===== src/rtl/serial_subtractor.sv =====
// -----------------------------------------------------------------------------
// serial_subtractor
//
// Bit-serial WIDTH-bit subtractor: Difference = In_A - In_B - Borrow_in.
// One full-subtractor cell is time-shared across all bit positions. It handles
// one bit per clock, LSB first. The borrow out of each bit is recirculated
// through a flip-flop into the next bit.
//
// Ports
//   clk_i       in   1      clock, rising edge
//   rst_i       in   1      synchronous active-high reset
//   start       in   1      operation request, sampled only in IDLE
//   In_A        in   WIDTH  minuend, latched on accepted start
//   In_B        in   WIDTH  subtrahend, latched on accepted start
//   Borrow_in   in   1      initial borrow into bit 0, latched on accepted start
//   busy        out  1      high while bits are being processed (RUN)
//   done        out  1      single-cycle pulse, results valid
//   Difference  out  WIDTH  last completed result
//   Borrow_out  out  1      final borrow out of the MSB (unsigned wrap)
//   Overflow    out  1      two's-complement signed overflow
//
// States
//   state   | meaning
//   --------+-----------------------------------------------------------
//   IDLE    | waiting for start; results of the last operation are held
//   RUN     | one bit per edge through the cell, WIDTH edges in total
//   DONE    | results registers hold the new result, done pulses
// -----------------------------------------------------------------------------
module serial_subtractor #(
    parameter int WIDTH = 8
) (
    input  logic             clk_i,
    input  logic             rst_i,
    input  logic             start,
    input  logic [WIDTH-1:0] In_A,
    input  logic [WIDTH-1:0] In_B,
    input  logic             Borrow_in,
    output logic             busy,
    output logic             done,
    output logic [WIDTH-1:0] Difference,
    output logic             Borrow_out,
    output logic             Overflow
);

    localparam int CW = (WIDTH > 1) ? $clog2(WIDTH) : 1;

    typedef enum logic [1:0] {
        ST_IDLE = 2'd0,
        ST_RUN  = 2'd1,
        ST_DONE = 2'd2
    } state_t;

    state_t           state;
    state_t           state_nxt;

    logic [CW-1:0]    bit_cnt;
    logic [WIDTH-1:0] a_sr;
    logic [WIDTH-1:0] b_sr;
    // Only WIDTH-1 result bits need storing. The final bit comes straight
    // from the cell on the last edge.
    logic [WIDTH-2:0] res_sr;
    logic             borrow_q;

    logic             cell_a;
    logic             cell_b;
    logic             cell_bin;
    logic             cell_d;
    logic             cell_bout;

    logic [WIDTH-1:0] res_full;
    logic             last_bit;
    logic             ovf_final;

    // ------------------------------------------------------------------
    // Full-subtractor cell: a - b - bin
    // ------------------------------------------------------------------
    assign cell_a   = a_sr[0];
    assign cell_b   = b_sr[0];
    assign cell_bin = borrow_q;

    always_comb begin
        cell_d    = cell_a ^ cell_b ^ cell_bin;
        cell_bout = (~cell_a & (cell_b | cell_bin)) | (cell_b & cell_bin);
    end

    // The cell output becomes the MSB of the partially assembled result.
    // On the last bit this vector is the complete difference.
    assign res_full = {cell_d, res_sr};
    assign last_bit = (bit_cnt == CW'(WIDTH - 1));

    // On the last bit the operand registers have shifted their MSBs down to
    // bit 0, so the sign bits of the latched operands are still available here.
    assign ovf_final = (cell_a ^ cell_b) & (cell_d ^ cell_a);

    // ------------------------------------------------------------------
    // State register
    // ------------------------------------------------------------------
    always_ff @(posedge clk_i) begin
        if (rst_i) begin
            state <= ST_IDLE;
        end else begin
            state <= state_nxt;
        end
    end

    // ------------------------------------------------------------------
    // Next-state logic
    // ------------------------------------------------------------------
    always_comb begin
        state_nxt = state;
        case (state)
            ST_IDLE: begin
                if (start) begin
                    state_nxt = ST_RUN;
                end
            end
            ST_RUN: begin
                if (last_bit) begin
                    state_nxt = ST_DONE;
                end
            end
            ST_DONE: begin
                state_nxt = ST_IDLE;
            end
            default: begin
                state_nxt = ST_IDLE;
            end
        endcase
    end

    // ------------------------------------------------------------------
    // Status outputs
    // ------------------------------------------------------------------
    always_comb begin
        busy = 1'b0;
        done = 1'b0;
        case (state)
            ST_RUN:  busy = 1'b1;
            ST_DONE: done = 1'b1;
            default: begin
                busy = 1'b0;
                done = 1'b0;
            end
        endcase
    end

    // ------------------------------------------------------------------
    // Datapath: operand / result shift registers, borrow FF, bit counter
    // ------------------------------------------------------------------
    always_ff @(posedge clk_i) begin
        if (rst_i) begin
            bit_cnt    <= '0;
            a_sr       <= '0;
            b_sr       <= '0;
            res_sr     <= '0;
            borrow_q   <= 1'b0;
            Difference <= '0;
            Borrow_out <= 1'b0;
            Overflow   <= 1'b0;
        end else begin
            case (state)
                ST_IDLE: begin
                    if (start) begin
                        a_sr     <= In_A;
                        b_sr     <= In_B;
                        borrow_q <= Borrow_in;
                        res_sr   <= '0;
                        bit_cnt  <= '0;
                    end
                end
                ST_RUN: begin
                    a_sr     <= {1'b0, a_sr[WIDTH-1:1]};
                    b_sr     <= {1'b0, b_sr[WIDTH-1:1]};
                    res_sr   <= res_full[WIDTH-1:1];
                    borrow_q <= cell_bout;
                    bit_cnt  <= bit_cnt + CW'(1);
                    // Results are loaded on the edge that enters DONE.
                    // They are therefore already valid while done is high.
                    if (last_bit) begin
                        Difference <= res_full;
                        Borrow_out <= cell_bout;
                        Overflow   <= ovf_final;
                    end
                end
                default: begin
                end
            endcase
        end
    end

endmodule


===== config.mk =====
export PLATFORM = sky130hd
export DESIGN_NAME = serial_subtractor
export DESIGN_NICKNAME = d
export VERILOG_FILES = /design/src/rtl/serial_subtractor.sv
export SDC_FILE = /design/constraint.sdc
export NUM_CORES = 1
export LEC_CHECK = 0
export BUFFER_PORTS_ARGS = -buffer_cell sky130_fd_sc_hd__buf_4
export CORE_MARGIN = 2
export CORE_UTILIZATION = 56
export DETAILED_ROUTE_END_ITERATION = 12
export PLACE_DENSITY = 0.81
export SLEW_MARGIN = 20
export SYNTH_ARGS = -nofsm -noshare
export SYNTH_HDL_FRONTEND = slang
export SYNTH_SLANG_ARGS = --single-unit

===== constraint.sdc =====
create_clock -name clk_i -period 4.17 [get_ports clk_i]
set_input_delay 0.834 -clock clk_i [delete_from_list [all_inputs] [get_ports clk_i]]
set_output_delay 0.834 -clock clk_i [all_outputs]
set_load 0.02 [all_outputs]

======== Word-level counts from Yosys, hierarchy flattened ========
Index checks and enable logic that the tools add are counted.
operators by class
  $add $sub $neg .......................... 1
  equal/unequal tests ..................... 5
  mux-type cells .......................... 15
  bitwise gates (word level) .............. 9
  reduce and logical (&&, ||, !) cells .... 5
operators by type and width
  operator             count
  $pmux 8 s2           2
  $mux 8               2
  $pmux 7 s2           1
  $mux 7               1
  $pmux 3 s2           1
  $reduce_and 2->1     3
  $mux 2               2
  $ne 2x2->1 const B   2
  $pmux 2 s2           1
  $add 3x1->3 const B  1
  $and 1x1->1          3
  $eq 3x3->1 const B   1
  $mux 1               3
  $mux 3               1
  $xor 1x1->1          3
  $eq 2x1->1 const B   1
  $eq 2x2->1 const B   1
  $logic_not 2->1      1
  $or 1x1->1           2
  $pmux 1 s2           1
  $reduce_bool 2->1    1
  $not 1->1            1
word-level totals
  register bits after elaboration ......... 39
  input bits .............................. 20
  output and inout bits ................... 12
  logic and storage cells ................. 44

======== Depth between registers and ports, before layout ========
  depth after elaboration ................. 4
  depth in mapped cells ................... 6
  mapped depth without buffers ............ 5

======== Worst setup path after synthesis ========
Ideal clock, no wire load.
  path kind ............................... register -> output
  from .................................... reg state[0]
  to ...................................... out done
  arrival ................................. 0.916 ns
  data required time ...................... 3.336 ns
  path slack .............................. 2.420 ns
  cell stages (with the launch flop) ...... 4
  buffers on the path ..................... 2
  cells stage by stage .................... dfxtp_1 buf_2 buf_2 nor2b_1
between the ends
  longest elaborated chain between the ends .. 2
ends and longest elaborated chain
  what                    line  text
  from (decl)             53    state_t state;
  from (signal assigned)  102   state <= state_nxt;
  $eq 2x2->1              137   case (state)
  $mux 1                  137
  to (decl)               39    output logic done,
Every way passes these cells.

======== Final worst setup path ========
  from .................................... reg state[1]
  to ...................................... out busy
between the ends
  longest elaborated chain between the ends .. 2
ends and longest elaborated chain
  what        line  text
  $eq 2x1->1  137
  $mux 1      137
  to (decl)   38    output logic busy,
Every way passes these cells.

==> results.py <==
metrics = {
    "global_routing": {
        "grt_pass1_wl_mm": 5.13,
        "grt_start_max_net_pins": 40,
        "track_usage_pct": 20.3,
        "antenna_found_initial": 0,
        "first_global_vias": 1205,
        "grt-ovfl-total": 0,
    },
    "detailed_routing": {
        "firstDrtPassIters": 4,
        "routed_via_density": 5.70,
        "drc": 0,
        "ant_nets": 0,
        "routedWlPerCell_um": 13.3,
        "wl_mm": 3.04,
        "dr_total_vias": 1299,
        "drtIter0Drc": 38,
    },
    "placed_design": {
        "dp_hpwl_mm": 2.08,
        "port_buffers": 31,
        "pre_cts_slack_ns": 2.07,
        "gp_congestion": 0.777,
    },
    "die": {
        "dieArea_um2": 3380,
        "die_h_um": 58.1,
        "fp-row-count": 19,
        "core_um2": 2760,
        "die_w_um": 58.1,
        "boundaryPins": 32,
        "start_util_pct": 59.4,
    },
    "worst_setup_path": {
        "crit_type": "reg2out",
        "reg2reg_to": "b_sr[5]$_SDFFE_PP0P_",
        "required_ns": 3.34,
        "startpoint_type": "flip-flop",
        "rrSetupSlack_ns": 2.46,
        "worst_setup_path_end_kind": "primary output",
        "reg2reg_depth": 4,
        "reg2reg_from": "state[0]$_SDFFE_PP0P_",
        "cp.arrival_ns": 1.66,
        "worstPathMaxFanout": 12,
    },
    "sta": {
        "tightestPinTransition_ns": 0.779,
        "final_hold_viol_count": 0,
        "rsz0062_at_grt": "false",
        "slew_violations": 0,
        "fin_crit_sh_pct": 59.8,
        "fmax_mhz": 401,
        "period_needed_ns": 2.49,
        "setup_viol": 0,
        "finClkSkew_ns": 0.00766,
        "totalNegativeSetupSlack_ns": 0,
        "max_slew_margin_pct": 48.0,
        "fin_ws_ns": 1.68,
    },
    "pwr": {
        "peakVddDrop_v": 0.000343,
        "fin_total_pwr_mw": 0.684,
        "power_density_nw_per_um2": 360,
        "p_leak_nw": 0.771,
    },
    "logic_synthesis": {
        "syn_nets": 193,
        "seq_area_frac_synth_pct": 47.6,
        "ys_ff_latch": 39,
        "synth_top_area_share_pct": 47.6,
        "synth_cell_types": 26,
        "synth_warnings": 0,
        "postSynthCellCount": 170,
        "syn_avg_cell_area_um2": 9.64,
        "synth_area_leaders": "dfxtp_1, mux2i_1, a211oi_2",
        "netlist_area_um2": 1640,
        "synth_top_area_cell": "dfxtp_1",
    },
    "clocking": {
        "path_clk_slew_ns": 0.11,
        "ctsHoldBuffers": 0,
        "tritoncts": "yes",
        "cts_made_buffers": 5,
        "cts_resized": 0,
        "clk_latency_ns": 0.34,
        "max-clock-path-buffers": 2,
        "cts_setup_buffers": 0,
        "cts.sinks": 39,
        "h-tree-depth": 2,
        "clockRootBuffer": "clkbuf_4",
    },
    "finish": {
        "syn_to_final_growth_pct": 16.1,
        "nNetsFinal": 220,
        "n_antenna_cell": 0,
        "drive_gt1_share_pct": 25.9,
    },
    "min_path": {
        "hold_start": "Difference[3]$_SDFFE_PP0P_",
        "holdPathStages": 2,
        "hold_class": "reg2reg",
        "min_to": "Difference[3]$_SDFFE_PP0P_",
    },
    "flow_run": {
        "maxCapViolCount": 0,
    },
    "status": {
        "outcome": "finished, final reports clean",
    },
}
## logic make-up (layout without fill, tap and decap cells)
group,after synthesis,in the layout,share of synthesized area [%]
AO/OA/AOI/OAI,44,44,21.8
buffers and inverters,16,43,5.27
adder cells (fa/ha/maj),3,3,2.75
AND/OR/NAND/NOR,54,54,14.0
multiplexers,14,14,8.55
flip-flops,39,39,47.6
## state kept, by name, summed over array words and instances (netlist names)
register and cells:
b_sr 8, bit_cnt 3, state 2, res_sr 7, a_sr 8, Overflow 1
borrow_q 1, Difference 8, Borrow_out 1
## through the flow
stage	hold slack [ns]	cell area, um^2	instances	utilization [%]
after CTS	0.464	1900	228	69.0
after floorplan	0.432	1640	170	-
final	0.463	1900	228	69.0
after detailed placement	0.449	1850	221	67.0
after global routing	0.483	1900	228	69.0
after global placement	0.444	1850	221	67.0
## Yosys cell counts, drive strengths merged
| cell type | n |
|---|---|
| nor2 | 29 |
| mux2i | 14 |
| inv | 4 |
| o21ai | 2 |
| o21bai | 1 |
| a211oi | 17 |
| o21ba | 1 |
| ha | 2 |
| fa | 1 |
| a221oi | 1 |
| nand3 | 1 |
| a22oi | 9 |
| a311oi | 1 |
| dfxtp | 39 |
| nor2b | 3 |
| nand2 | 16 |
| buf | 9 |
| a21oi | 11 |
| o21a | 1 |
| nand3b | 3 |
| clkbuf | 3 |
| and3b | 1 |
| or3 | 1 |
## worst max path at each step
stage,start,endpoint,slack [ns],cells after the start
after detailed placement,state[1]$_SDFFE_PP0P_,busy,2.07,2
final,state[1]$_SDFFE_PP0P_,busy,1.68,2
after global placement,state[1]$_SDFFE_PP0P_,busy,2.14,2
after floorplan,state[0]$_SDFFE_PP0P_,done,2.42,3
after CTS,state[1]$_SDFFE_PP0P_,busy,1.68,2
after global routing,state[1]$_SDFFE_PP0P_,busy,1.55,2
## area by class of cell
class                   instances  area, um^2
flip-flops and latches         39         781
inverters                       4        15.0
fillers                       233         855
clock inverters                 1        5.00
well taps                      31        38.8
repair buffers                 32         240
clock buffers                   6        51.3
multi-input cells             115         772
## critical path, stage by stage (launching register included)
cell and delay [ns]:
dfxtp_1 0.40, nor2b_1 0.64, buf_4 0.27
## cell usage in the layout, fill, tap and decap left out
cell / instances
dfxtp_1: 39
buf_4: 32
nor2_1: 29
nand2_1: 16
mux2i_1: 14
a21oi_1: 11
a211oi_2: 10
a22oi_1: 9
a211oi_1: 7
clkbuf_4: 5
inv_1: 4
nor2b_1: 3
nand3b_1: 3
o21ai_0: 2
ha_1: 2
and3b_1: 1
or3_1: 1
nand3_1: 1
a311oi_1: 1
o21bai_2: 1
a221oi_1: 1
o21a_1: 1
o21ba_2: 1
fa_1: 1
clkinv_2: 1
clkbuf_8: 1
## layer usage
metal	track usage (%)	wire (um)	vias to the layer above
met1	25.4	1400	609
met4	8.64	55	0
met2	31.7	1410	34
li1	-	-	651
met5	0	0	-
met3	7.59	173	5
## where the power goes
| group | total (mW) | switching (mW) | internal, mW |
|---|---|---|---|
| registers | 0.399 | 0.00966 | 0.389 |
| logic | 0.0907 | 0.0487 | 0.0420 |
| clock network | 0.195 | 0.116 | 0.0781 |
Power figures use the tool's default switching activity.
